File: config.mk
export PLATFORM = sky130hd
export DESIGN_NAME = posit_decode_sched_flat
export DESIGN_NICKNAME = d
export VERILOG_FILES = /design/src/rtl/posit_decode_sched_if.sv /design/src/rtl/posit_decode_sched.sv /design/src/flat_wrapper.sv
export SDC_FILE = /design/constraint.sdc
export NUM_CORES = 1
export LEC_CHECK = 0
export CELL_PAD_IN_SITES_DETAIL_PLACEMENT = 0
export CELL_PAD_IN_SITES_GLOBAL_PLACEMENT = 1
export CORE_ASPECT_RATIO = 0.5
export CORE_MARGIN = 2
export CORE_UTILIZATION = 38
export CTS_BUF_LIST = sky130_fd_sc_hd__clkbuf_4
export CTS_CLUSTER_DIAMETER = 60
export DETAILED_ROUTE_END_ITERATION = 10
export PLACE_DENSITY = 0.87
export SYNTH_ARGS = -nofsm -noshare
export SYNTH_HDL_FRONTEND = slang
export SYNTH_SLANG_ARGS = --single-unit
File: constraint.sdc
create_clock -name clk -period 8.4 [get_ports clk]
set_input_delay 1.68 -clock clk [delete_from_list [all_inputs] [get_ports clk]]
set_output_delay 1.68 -clock clk [all_outputs]
set_load 0.05 [all_outputs]
File: src/rtl/posit_decode_sched_if.sv
// Request, decode-core and result signals of posit_decode_sched.
// slave is the scheduler side; master is the environment (requesters, core, sink).
interface posit_decode_sched_if #(
   parameter int unsigned N  = 64,
   parameter int unsigned ES = 4,
   parameter int unsigned RS = 7,
   parameter int unsigned FS = N - ES - 3
);
   logic          req0_valid;
   logic          req1_valid;
   logic [N-1:0]  req0_data;
   logic [N-1:0]  req1_data;
   logic          req0_ready;
   logic          req1_ready;
   logic [N-2:0]  dec_in;
   logic [RS-1:0] dec_regi;
   logic [ES-1:0] dec_expo;
   logic [FS-1:0] dec_frac;
   logic          out_valid;
   logic          out_ready;
   logic          out_tag;
   logic          out_sign;
   logic          out_zero;
   logic          out_nar;
   logic [RS-1:0] out_regi;
   logic [ES-1:0] out_expo;
   logic [FS-1:0] out_frac;
   logic [15:0]   grant_cnt0;
   logic [15:0]   grant_cnt1;

   modport slave (
      input  req0_valid, req1_valid, req0_data, req1_data,
      output req0_ready, req1_ready,
      output dec_in,
      input  dec_regi, dec_expo, dec_frac,
      output out_valid,
      input  out_ready,
      output out_tag, out_sign, out_zero, out_nar, out_regi, out_expo, out_frac,
      output grant_cnt0, grant_cnt1
   );

   modport master (
      output req0_valid, req1_valid, req0_data, req1_data,
      input  req0_ready, req1_ready,
      input  dec_in,
      output dec_regi, dec_expo, dec_frac,
      input  out_valid,
      output out_ready,
      input  out_tag, out_sign, out_zero, out_nar, out_regi, out_expo, out_frac,
      input  grant_cnt0, grant_cnt1
   );
endinterface

File: src/rtl/posit_decode_sched.sv
// Two-requester round-robin front end for a shared combinational posit decode core.
// S1 holds the sign-stripped magnitude feeding the core; S2 registers the core result.
module posit_decode_sched #(
   parameter int unsigned N  = 64,
   parameter int unsigned ES = 4,
   parameter int unsigned RS = 7,
   parameter int unsigned FS = N - ES - 3
) (
   input logic                 clk,
   input logic                 rst_n,
   posit_decode_sched_if.slave bus
);
   localparam logic [N-1:0] NarWord = {1'b1, {(N-1){1'b0}}};

   logic          s1_valid, s1_tag, s1_sign, s1_zero, s1_nar;
   logic [N-2:0]  s1_mag;
   logic          s2_valid, s2_tag, s2_sign, s2_zero, s2_nar;
   logic [RS-1:0] s2_regi;
   logic [ES-1:0] s2_expo;
   logic [FS-1:0] s2_frac;
   logic          last_grant;
   logic [15:0]   cnt0, cnt1;

   logic          advance, accept_ok, grant0, grant1, take0, take1, take, special;
   logic [N-1:0]  sel_data, sel_neg;

   always_comb begin
      advance   = s1_valid && (!s2_valid || bus.out_ready);
      // rst_n gates the readies so nothing is offered while reset is held
      accept_ok = rst_n && (!s1_valid || advance);
      grant0    = bus.req0_valid && (!bus.req1_valid || last_grant);
      grant1    = bus.req1_valid && !grant0;
      take0     = grant0 && accept_ok;
      take1     = grant1 && accept_ok;
      take      = take0 || take1;
      sel_data  = take1 ? bus.req1_data : bus.req0_data;
      sel_neg   = -sel_data;
      special   = s1_zero || s1_nar;
   end

   always_ff @(posedge clk or negedge rst_n) begin
      if (!rst_n) begin
         s1_valid <= 1'b0;
         s1_tag   <= 1'b0;
         s1_sign  <= 1'b0;
         s1_zero  <= 1'b0;
         s1_nar   <= 1'b0;
         s1_mag   <= '0;
      end else if (take) begin
         s1_valid <= 1'b1;
         s1_tag   <= take1;
         s1_sign  <= sel_data[N-1];
         s1_zero  <= (sel_data == '0);
         s1_nar   <= (sel_data == NarWord);
         s1_mag   <= sel_data[N-1] ? sel_neg[N-2:0] : sel_data[N-2:0];
      end else if (advance) begin
         s1_valid <= 1'b0;
      end
   end

   always_ff @(posedge clk or negedge rst_n) begin
      if (!rst_n) begin
         s2_valid <= 1'b0;
         s2_tag   <= 1'b0;
         s2_sign  <= 1'b0;
         s2_zero  <= 1'b0;
         s2_nar   <= 1'b0;
         s2_regi  <= '0;
         s2_expo  <= '0;
         s2_frac  <= '0;
      end else if (advance) begin
         s2_valid <= 1'b1;
         s2_tag   <= s1_tag;
         s2_sign  <= s1_sign && !special;
         s2_zero  <= s1_zero;
         s2_nar   <= s1_nar;
         s2_regi  <= special ? '0 : bus.dec_regi;
         s2_expo  <= special ? '0 : bus.dec_expo;
         s2_frac  <= special ? '0 : bus.dec_frac;
      end else if (bus.out_ready) begin
         s2_valid <= 1'b0;
      end
   end

   always_ff @(posedge clk or negedge rst_n) begin
      if (!rst_n) begin
         last_grant <= 1'b1;
         cnt0       <= '0;
         cnt1       <= '0;
      end else begin
         if (take) last_grant <= take1;
         if (take0 && cnt0 != 16'hFFFF) cnt0 <= cnt0 + 16'd1;
         if (take1 && cnt1 != 16'hFFFF) cnt1 <= cnt1 + 16'd1;
      end
   end

   assign bus.req0_ready = take0;
   assign bus.req1_ready = take1;
   assign bus.dec_in     = s1_valid ? s1_mag : '0;
   assign bus.out_valid  = s2_valid;
   assign bus.out_tag    = s2_tag;
   assign bus.out_sign   = s2_sign;
   assign bus.out_zero   = s2_zero;
   assign bus.out_nar    = s2_nar;
   assign bus.out_regi   = s2_regi;
   assign bus.out_expo   = s2_expo;
   assign bus.out_frac   = s2_frac;
   assign bus.grant_cnt0 = cnt0;
   assign bus.grant_cnt1 = cnt1;
endmodule

File: src/flat_wrapper.sv
// flat-port wrapper written by rule: the top's interface ports become plain ports
module posit_decode_sched_flat 
#(
   parameter int unsigned N  = 64,
   parameter int unsigned ES = 4,
   parameter int unsigned RS = 7,
   parameter int unsigned FS = N - ES - 3
)
  (clk, rst_n, bus_req0_valid, bus_req1_valid, bus_req0_data, bus_req1_data, bus_req0_ready, bus_req1_ready, bus_dec_in, bus_dec_regi, bus_dec_expo, bus_dec_frac, bus_out_valid, bus_out_ready, bus_out_tag, bus_out_sign, bus_out_zero, bus_out_nar, bus_out_regi, bus_out_expo, bus_out_frac, bus_grant_cnt0, bus_grant_cnt1);
  posit_decode_sched_if #(.N(N), .ES(ES), .RS(RS), .FS(FS)) bus_i ();
  input logic clk;
  input logic rst_n;
  input wire logic [$bits(bus_i.req0_valid)-1:0] bus_req0_valid;
  input wire logic [$bits(bus_i.req1_valid)-1:0] bus_req1_valid;
  input wire logic [$bits(bus_i.req0_data)-1:0] bus_req0_data;
  input wire logic [$bits(bus_i.req1_data)-1:0] bus_req1_data;
  output wire logic [$bits(bus_i.req0_ready)-1:0] bus_req0_ready;
  output wire logic [$bits(bus_i.req1_ready)-1:0] bus_req1_ready;
  output wire logic [$bits(bus_i.dec_in)-1:0] bus_dec_in;
  input wire logic [$bits(bus_i.dec_regi)-1:0] bus_dec_regi;
  input wire logic [$bits(bus_i.dec_expo)-1:0] bus_dec_expo;
  input wire logic [$bits(bus_i.dec_frac)-1:0] bus_dec_frac;
  output wire logic [$bits(bus_i.out_valid)-1:0] bus_out_valid;
  input wire logic [$bits(bus_i.out_ready)-1:0] bus_out_ready;
  output wire logic [$bits(bus_i.out_tag)-1:0] bus_out_tag;
  output wire logic [$bits(bus_i.out_sign)-1:0] bus_out_sign;
  output wire logic [$bits(bus_i.out_zero)-1:0] bus_out_zero;
  output wire logic [$bits(bus_i.out_nar)-1:0] bus_out_nar;
  output wire logic [$bits(bus_i.out_regi)-1:0] bus_out_regi;
  output wire logic [$bits(bus_i.out_expo)-1:0] bus_out_expo;
  output wire logic [$bits(bus_i.out_frac)-1:0] bus_out_frac;
  output wire logic [$bits(bus_i.grant_cnt0)-1:0] bus_grant_cnt0;
  output wire logic [$bits(bus_i.grant_cnt1)-1:0] bus_grant_cnt1;
  assign bus_i.req0_valid = bus_req0_valid;
  assign bus_i.req1_valid = bus_req1_valid;
  assign bus_i.req0_data = bus_req0_data;
  assign bus_i.req1_data = bus_req1_data;
  assign bus_req0_ready = bus_i.req0_ready;
  assign bus_req1_ready = bus_i.req1_ready;
  assign bus_dec_in = bus_i.dec_in;
  assign bus_i.dec_regi = bus_dec_regi;
  assign bus_i.dec_expo = bus_dec_expo;
  assign bus_i.dec_frac = bus_dec_frac;
  assign bus_out_valid = bus_i.out_valid;
  assign bus_i.out_ready = bus_out_ready;
  assign bus_out_tag = bus_i.out_tag;
  assign bus_out_sign = bus_i.out_sign;
  assign bus_out_zero = bus_i.out_zero;
  assign bus_out_nar = bus_i.out_nar;
  assign bus_out_regi = bus_i.out_regi;
  assign bus_out_expo = bus_i.out_expo;
  assign bus_out_frac = bus_i.out_frac;
  assign bus_grant_cnt0 = bus_i.grant_cnt0;
  assign bus_grant_cnt1 = bus_i.grant_cnt1;
  posit_decode_sched #(.N(N), .ES(ES), .RS(RS), .FS(FS)) u_core (.clk(clk), .rst_n(rst_n), .bus(bus_i));
endmodule
==> results of run 1 <==
==> path summary, 6_finish.rpt <==
check,depth (start not counted),to,startpoint
max,5,bus_req1_ready,bus_out_ready
min,2,u_core.s1_mag[8],u_core.s1_mag[8]
max reg2reg,10,u_core.s1_mag[49],u_core.bus.out_valid
min reg2reg,2,u_core.s1_mag[8],u_core.s1_mag[8]
max in group asynchronous,3,u_core.bus.out_expo[2],rst_n
min in group asynchronous,1,u_core.s1_mag[55],rst_n
==> cell families (layout without fill, tap and decap cells) <==
family / count (synthesis) / count (layout) / synth area share [%]
other: 0 / 1 / 0
adders and majority gates: 3 / 3 / 0.328
xor gates and xnor gates: 106 / 106 / 8.11
and+or+nand+nor: 640 / 640 / 27.6
buffers and inverters: 90 / 423 / 3.36
DFF: 174 / 174 / 38.1
muxes: 89 / 89 / 8.14
AOI/OAI and AO/OA: 259 / 259 / 14.5
==> stage by stage <==
| step | cells | area, um2 | hold slack (ns) |
|---|---|---|---|
| after floorplan | 1361 | 11400 | 0.431 |
| after global placement | 2053 | 15400 | 0.448 |
| after detailed placement | 2053 | 15400 | 0.458 |
| after CTS | 2085 | 15700 | 0.493 |
| after global routing | 2086 | 15700 | 0.521 |
| final | 2086 | 15700 | 0.496 |
==> worst max-delay path: stages <==
cell	delay (ns)
clkdlybuf4s50_1	0.48
nand3b_1	0.50
nand3_4	0.19
inv_2	0.38
clkdlybuf4s50_1	0.89
==> power groups by stage <==
stage | Sequential [mW] | Combinational, mW | Clock [mW]
finish | 1.29 | 2.21 | 0.519
global route | 1.32 | 2.33 | 0.566
CTS | 1.29 | 2.22 | 0.533
detailed placement | 1.31 | 2.22 | 0
global placement | 1.30 | 2.19 | 0
floorplan | 1.86 | 0.820 | 0
==> flip-flops by register name (all words and copies together), names as in the netlist <==
register / cells
u_core.s1_sign: 1
u_core.bus.out_nar: 1
u_core.bus.grant_cnt0: 16
u_core.bus.out_valid: 1
u_core.last_grant: 1
u_core.bus.grant_cnt1: 16
u_core.s1_nar: 1
u_core.s1_mag: 63
u_core.bus.out_regi: 7
u_core.bus.out_expo: 4
u_core.bus.out_frac: 57
u_core.s1_valid: 1
u_core.s1_zero: 1
u_core.bus.out_zero: 1
u_core.bus.out_tag: 1
u_core.bus.out_sign: 1
u_core.s1_tag: 1
==> layout make-up <==
cell class / count / area [um2]
clock buffers: 18 / 135
flip-flops and latches: 174 / 4360
multi-input cells: 1097 / 6750
diodes: 1 / 2.50
well taps: 391 / 489
inverters: 9 / 33.8
clock inverters: 14 / 150
fillers: 2677 / 13600
repair buffers: 382 / 3800
==> metal layers <==
metal  GRT usage, %  wire (um)  vias up
li1               -          -     5491
met5              0          0        -
met3           4.23       3130       89
met2           45.2      20900      526
met4           10.3       1300        0
met1           35.9      18200     5755
==> layout by cell type (no fill, tap or decap), types with 12 or more instances in the layout <==
| master | Yosys | layout |
|---|---|---|
| clkdlybuf4s50_1 | 0 | 369 |
| nand2_1 | 232 | 231 |
| dfrtp_1 | 173 | 173 |
| o21ai_0 | 121 | 121 |
| nor2_1 | 103 | 101 |
| and2_1 | 75 | 75 |
| mux2i_1 | 65 | 65 |
| xor2_1 | 56 | 56 |
| nor4_1 | 52 | 52 |
| xnor2_1 | 50 | 50 |
| nand3_1 | 42 | 42 |
| nor3_1 | 32 | 32 |
| mux2_2 | 23 | 23 |
| nand4_1 | 23 | 23 |
| a21oi_1 | 22 | 22 |
| and3_1 | 18 | 18 |
| clkbuf_4 | 0 | 18 |
| or3_1 | 17 | 17 |
| a31oi_1 | 16 | 16 |
| o31ai_1 | 14 | 14 |
| buf_4 | 5 | 12 |
==> impl_results.md, run 1 <==
* Sink Count at 174
* Int Pwr at 2.03 mW
* Top post-synthesis cells by area: dfrtp_1 38%, nand2_1 7.6%, mux2i_1 5.7%, o21ai_0 5.3%, xor2_1 4.3%
* FMAX at 172 MHz
* Iteration-0 DRC Markers at 1,027
* Row cnt at 44
* Die Wd at 249 um
* Setup WS post-layout at 2.58 ns
* Most frequent cell after synthesis: nand2_1
* Core Area at 29,300 um2
* RSZ-0062 raised after global routing: false
* Power share of the clock group at 12.9%
* Clk_lat worst skew at 0.64 ns
* Critical Path RT at 6.72 ns
* Die height at roughly 130 um
* WL final at 43,500 um
* Mapped cell area at 11,400 um2
* CTS tree: yes
* Vias per inst at approximately 5.7
* Min Tclk post-route at 5.82 ns
* Startpoint Class: input port
* DP HPWL at 31,800 um
* Tot GR Track Use at 27.2%
* Total Power at approximately 4 mW
* Initial antenna violation count at 1
* Final period util at between 60% and 70%
* Most frequent cells after synthesis: 232 x nand2_1, 173 x dfrtp_1, 121 x o21ai_0
* Sw frac at 49.4%
* Worst Skew at 0.0300 ns
* Power per cell area at ~260 nW/um2
* Post-CTS Setup Inserts at 0
* Relative slew slack at 19.9%
* Sw power at a little under 2 mW
* EDFF count, synth at 0
* Maximum fanout along the worst path at 21
* H-tree depth at 4
* Total number of vias at 11.9k
* Post-synth cell types at 72
* FF+latch count, synth at between 150 and 200
* Wire per inst at 20.8 um
* Maximum VDD drop at between 100 and 150 uV
* Post-synthesis sequential area ratio at 38.1%
* Ys async rst share at 100%
* Slew Limit Fails at 0
* Max-Cap Viols at 0
* Grt total ovfl at 0
* CTS Root Cell: clkbuf_4
* Final #Nets at 1,885
* Residual DRC at 0
* Worst-margin pin slew at between 1 and 1.5 ns
* RePlAce Congestion at 0.963
* Hold Crit Class: reg2reg
* WP data arrival at around 4.1 ns
* Final Hold Viols at 0
* Share of cells above drive strength 1 at about 5.4%
* First-pass GRT wire length at slightly below 70,000 um
* Leak at 6.52 nW
* Post-route ant nets at 0
* Pre-antenna DRT Iters at 6
* Top cell type's share of synthesized area at 37.8%
* Critical path class: in2out
* Mean post-synth cell area at 8.41 um2
* Crit. End Element: primary output
* Post-synthesis net count at 1,565
* Dpl ws at 2.51 ns
* Mapped Cells at approximately 1.4k
* Cell taking the most area after synthesis: dfrtp_1
* Top_reg_cell synth: dfrtp_1
* CTS Hold Bufs at 0
* Die area at 31,600 um2
* Input/output buffers at 370
* Core Util, Final at between 50% and 60%
* Sequential share of power at 32.1%
* Comb power frac at 55.0%
* Status: completed
* I/O Pins at 371
* Total CTS buffers at 17
* CTS clk-pin slew, worst paths at 0.16 ns
* R2R Setup Slk at approximately 4.1 ns
* Setup TNS at 0 ns
* Area growth syn-to-layout at 37.3%
* Number of global-route vias before repair at 11.8k
* CTS Buffer Depth at 2
* Initial Util at 39.1%
* Final Setup Violations at 0
* Ys Warns at 0
* Largest net degree at the start of global routing at ~140
* Post_cts resized at 0
Note: power is estimated with default switching activity, not from simulation.
==> run 2: changes to the inputs <==
CORE_UTILIZATION = 32   (was 38)
PLACE_DENSITY = 0.78   (was 0.87)
clock period = 4.9 ns   (was 8.4 ns; I/O delays follow)
==> run 2 against run 1 <==
- final area up 1.7%
- non-clock buffer count up 17
- combinational power up 74%
- die area grew 18%
- clock skew decreased by 0.0030 ns
- count of clock-buffer cells in the layout stayed put
- sequential power rose by 71%
==> impl_results.md, run 2 (same netlist as run 1, synthesis figures left out) <==
* Min Tclk post-route at 3.77 ns
* Critical Path RT at between 3 and 4 ns
* Comb power frac at between 50% and 60%
* Worst Skew at about 0.027 ns
* Worst path cell trace: clkdlybuf4s50_1 -> nand3b_1 -> nand3_4 -> clkinv_2 -> buf_4 -> buf_12
* Grt total ovfl at 0
* Final Hold Viols at 0
* CTS tree: yes
* Core Area at 34,800 um2
* Post_cts resized at 0
* CTS Buffer Depth at 2
* Maximum VDD drop at between 200 and 250 uV
* Die Wd at 271 um
* Critical path class: in2out
* Leak at 6.62 nW
* Crit path capture: bus_req1_ready
* Int Pwr at about 3.5 mW
* H-tree depth at 4
* Largest net degree at the start of global routing at 161
* Input/output buffers at 370
* WP data arrival at approximately 2.8 ns
* Total number of vias at approximately 12k
* Crit. End Element: primary output
* Slew Limit Fails at 0
* Status: completed
* DP HPWL at 32,800 um
* CTS Root Cell: clkbuf_4
* Number of global-route vias before repair at 11.1k
* R2R Path Start: u_core.last_grant
* CP Buf/Inv Count at 4
* Setup TNS at 0 ns
* Die area at 37,400 um2
* Core Util, Final at between 40% and 50%
* Maximum fanout along the worst path at 27
* Commonest non-fill, non-tap cells in the layout: 367 x clkdlybuf4s50_1, 231 x nand2_1, 172 x dfrtp_1
* Critical path depth at 6
* Pre-antenna DRT Iters at 5
* WL final at 44,400 um
* Die height at 138 um
* Max reg flops at 63
* Max stage delay cell, worst path: clkinv_2
* Final period util at 77.0%
* Sw frac at 49.7%
* RePlAce Congestion at ~0.90
* Iteration-0 DRC Markers at 1,005
* Relative slew slack at 39.2%
* R2R Setup Slk at 1.64 ns
* Slowest Stage Delay on Critical Path at 0.42 ns
* Power share of the clock group at 11.9%
* Vias per inst at 5.29
* CTS clk-pin slew, worst paths at 0.18 ns
* Reg-to-reg endpoint: u_core.s1_mag[47]
* Critical path origin: bus_out_ready
* Delay-heaviest family, CP: buffers and inverters
* Final #Nets at approximately 1.9k
* Sink Count at around 170
* I/O Pins at 371
* Clk_lat worst skew at 0.62 ns
* Worst-margin pin slew at 0.912 ns
* Row cnt at 48
* Post-route ant nets at 0
* Residual DRC at 0
* First-pass GRT wire length at 67,000 um
* RSZ-0062 raised after global routing: false
* Post-CTS Setup Inserts at 0
* Initial Util at 32.9%
* Sw power at between 3 and 4 mW
* Startpoint Class: input port
* FMAX at between 200 and 300 MHz
* Initial antenna violation count at 2
* Power per cell area at around 430 nW/um2
* Total CTS buffers at 17
* Final Setup Violations at 0
* Most flops, register: u_core.s1_mag
* Sequential share of power at 32.2%
* Share of cells above drive strength 1 at 6.55%
* Most common cell after layout, fill and taps aside: clkdlybuf4s50_1
* Area growth syn-to-layout at 39.6%
* Tot GR Track Use at a little under a quarter
* Hold Crit Class: in2async
* Reg2reg path depth at 8
* CTS Hold Bufs at 0
* Max-Cap Viols at 0
* Wire per inst at 20.3 um
[run 2: cell types whose count changed in the layout (fill, tap and decap cells not counted), sizes merged]
cell	delta
clkdlybuf4s50	-2
diode	+1
clkinv	+3
bufinv	-1
buf	+19
inv	-1
clkinvlp	-2
[run 2: routing by layer]
layer | vias to the layer above | GRT usage [%] | share of wire (%)
met1 | 5620 | 31.0 | 44
li1 | 5536 | - | -
met4 | 0 | 6.07 | 1.7
met5 | - | 0 | 0
met3 | 45 | 4.06 | 5.6
met2 | 379 | 38.9 | 49
[run 2: cell type report]
type                            instances  area [um2]
Antenna cell                            2        5.00
Clock buffer                           18         135
Clock inverter                         13         106
Fill cell                            3444       18900
Inverter                                9        35.0
Multi-Input combinational cell       1097        6750
Sequential cell                       174        4360
Tap cell                              475         594
Timing Repair Buffer                  399        4000
[run 2: through the flow]
stage / cell area (um2) / power [mW] / hold slack (ns) / std cells / setup WS [ns]
floorplan: 11400 / 4.60 / 0.431 / 1361 / 0.655
global placement: 15700 / 6.07 / 0.443 / 2154 / 0.746
detailed placement: 15700 / 6.09 / 0.448 / 2154 / 0.672
CTS: 16000 / 6.94 / 0.157 / 2185 / 1.13
global route: 16000 / 7.24 / 0.167 / 2187 / 1.05
finish: 16000 / 6.87 / 0.222 / 2187 / 1.13
[run 2: worst min path at each step]
| stage | endpoint | from | slack (ns) |
|---|---|---|---|
| CTS | u_core.s1_mag[15] | rst_n | 0.16 |
| detailed placement | u_core.s1_mag[8] | u_core.s1_mag[8] | 0.45 |
| finish | u_core.s1_mag[15] | rst_n | 0.22 |
| global placement | u_core.s1_mag[8] | u_core.s1_mag[8] | 0.44 |
| global route | u_core.s1_mag[15] | rst_n | 0.17 |
| floorplan | u_core.s1_mag[8] | u_core.s1_mag[8] | 0.43 |
[run 2: power groups by stage]
stage,combinational [mW],clock (mW),sequential (mW)
floorplan,1.41,0,3.19
global placement,3.85,0,2.22
detailed placement,3.85,0,2.24
CTS,3.86,0.863,2.21
global route,4.05,0.911,2.28
finish,3.84,0.817,2.21
==> run 3: changes to the inputs <==
clock period = 3.4 ns   (was 4.9 ns; I/O delays follow)
==> run 3 against run 2 <==
- clock skew is 0.0029 ns higher
- combinational power grew 48%
- routed wire length grew 3.4%
- non-clock buffer count grew 152
- register-to-register slack got worse by 1.2 ns
- flip-flop and latch count stayed put
- die area unchanged
- sequential power grew 43%
- first-iteration DRC count increased by 3.7%
==> impl_results.md, run 3 (same netlist as run 1, synthesis figures left out) <==
* Pre-antenna DRT Iters at 5
* Leak at 7.40 nW
* Total CTS buffers at 17
* R2R Path Start: u_core.last_grant
* Int Pwr at between 5 and 6 mW
* Row cnt at 48
* Comb power frac at between 50% and 60%
* Share of cells above drive strength 1 at 14.3%
* Core Util, Final at 49.4%
* RSZ-0062 raised after global routing: false
* Worst Hold Slack at 0.438 ns
* Final Cell Area at 17,200 um2
* Wire per inst at 19.6 um
* Met2 GRT Util at approximately two fifths
* Sw frac at 48.9%
* Initial antenna violation count at 1
* Tot GR Track Use at roughly a quarter
* Status: completed
* Maximum VDD drop at 436 uV
* Crit. End Element: primary output
* Setup TNS at 0 ns
* Die Wd at about 270 um
* GRT busiest layer: met2
* Final period util at just over 90%
* Vias per inst at 5.19
* M1 GR Usage at 32.9%
* Relative slew slack at 38.6%
* Final Setup Violations at 0
* Most flops, register: u_core.s1_mag
* Die height at 138 um
* Critical Path RT at 2.72 ns
* Min Tclk post-route at 3.18 ns
* Largest net degree at the start of global routing at 94
* Sw power at 4.94 mW
* RePlAce Congestion at 0.938
* Iteration-0 DRC Markers at 1,042
* CTS tree: yes
* WL final at 45,900 um
* FMAX at roughly 310 MHz
* Max reg flops at 63
* Final #Nets at 2,054
* WP data arrival at between 2 and 3 ns
* Final Hold Viols at 0
* Area growth syn-to-layout at 50.4%
* Die area at about 37,000 um2
* Core Area at 34,800 um2
* H-tree depth at 4
* Maximum fanout along the worst path at 11
* Slew Limit Fails at 0
* First-pass GRT wire length at 69,600 um
* DP HPWL at 35,300 um
* DP Area at 16,900 um2
* Max-Cap Viols at 0
* Startpoint Class: input port
* Critical path class: in2out
* Post-route ant nets at 0
* Number of global-route vias before repair at 11.5k
* CTS Root Cell: clkbuf_4
* Post-CTS Setup Inserts at 0
* Input/output buffers at 370
* Grt total ovfl at 0
* Total Power at 10.1 mW
* Initial Util at 32.9%
* CTS clk-pin slew, worst paths at 0.17 ns
* Worst Skew at ~0.030 ns
* Power share of the clock group at around 13%
* Hold Crit Class: in2async
* Power per cell area at 587 nW/um2
* Most common cell after layout, fill and taps aside: clkdlybuf4s50_1
* Commonest non-fill, non-tap cells in the layout: 367 x clkdlybuf4s50_1, 231 x nand2_1, 173 x buf_4
* I/O Pins at roughly 370
* Sequential share of power at 31.4%
* Total number of vias at 12.1k
* CTS Buffer Depth at 2
* Worst-margin pin slew at 0.921 ns
* Residual DRC at 0
* Critical path origin: rst_n
* Met3 Use GR at 3.49%
* Clk_lat worst skew at 0.65 ns
* Sink Count at 174
==> run 3: cell types whose count changed in the layout (fill, tap and decap cells not counted), sizes merged <==
cell,change
buf,+151
bufinv,+1
clkinv,-1
clkinvlp,-1
diode,-1
dlygate4sd3,+1
==> run 3: path summary, 6_finish.rpt <==
| check | to | slack, ns | cells past startpoint |
|---|---|---|---|
| max | bus_req1_ready | 0.22 | 8 |
| min | u_core.s1_mag[13] | 0.44 | 2 |
| max reg2reg | u_core.s1_mag[18] | 0.40 | 12 |
| min reg2reg | u_core.bus.out_frac[3] | 0.50 | 2 |
| max in group asynchronous | u_core.bus.out_frac[14] | 1.43 | 5 |
| min in group clk | u_core.bus.out_frac[3] | 0.50 | 2 |
==> run 3: critical path, stage by stage <==
cell and delay (ns):
dlygate4sd3_1 0.55, clkbuf_8 0.21, nand3_4 0.14, buf_4 0.16, clkinv_2 0.18, buf_4 0.20, buf_4 0.17, buf_4 0.20
==> run 3: layout make-up <==
class / count / area (um2)
Multi-Input combinational cell: 1097 / 6800
Antenna cell: 1 / 2.50
Timing Repair Buffer: 551 / 5170
Tap cell: 475 / 594
Fill cell: 3393 / 17600
Sequential cell: 174 / 4360
Clock buffer: 18 / 135
Clock inverter: 12 / 129
Inverter: 9 / 35.0
==> run 3: layer usage <==
metal	vias to the layer above	share of wire [%]
met5	-	0
met4	0	2.1
li1	5839	-
met1	5897	46
met2	344	47
met3	59	4.7
==> run 3: power groups by stage <==
stage / combinational (mW) / sequential [mW] / clock (mW)
final: 5.67 / 3.17 / 1.27
after CTS: 5.71 / 3.17 / 1.31
after detailed placement: 5.69 / 3.22 / 0
after global placement: 5.66 / 3.20 / 0
after floorplan: 2.04 / 4.61 / 0
after global routing: 5.99 / 3.27 / 1.38
==> run 3: through the flow <==
| stage | setup slack, ns | cells |
|---|---|---|
| 4_1_cts | 0.0141 | 2336 |
| 5_1_grt | 0.0909 | 2337 |
| 2_1_floorplan | -0.0996 | 1361 |
| 6_report | 0.221 | 2337 |
| 3_3_place_gp | -0.225 | 2305 |
| 3_5_place_dp | -0.255 | 2305 |
==> run 3: timing repair <==
action | in CTS | in global routing
endpoints found under the setup margin | 0 | 45
hold endpoints to repair | 5 | 0
hold buffers | 1 | 0
gates resized for setup | 0 | 1
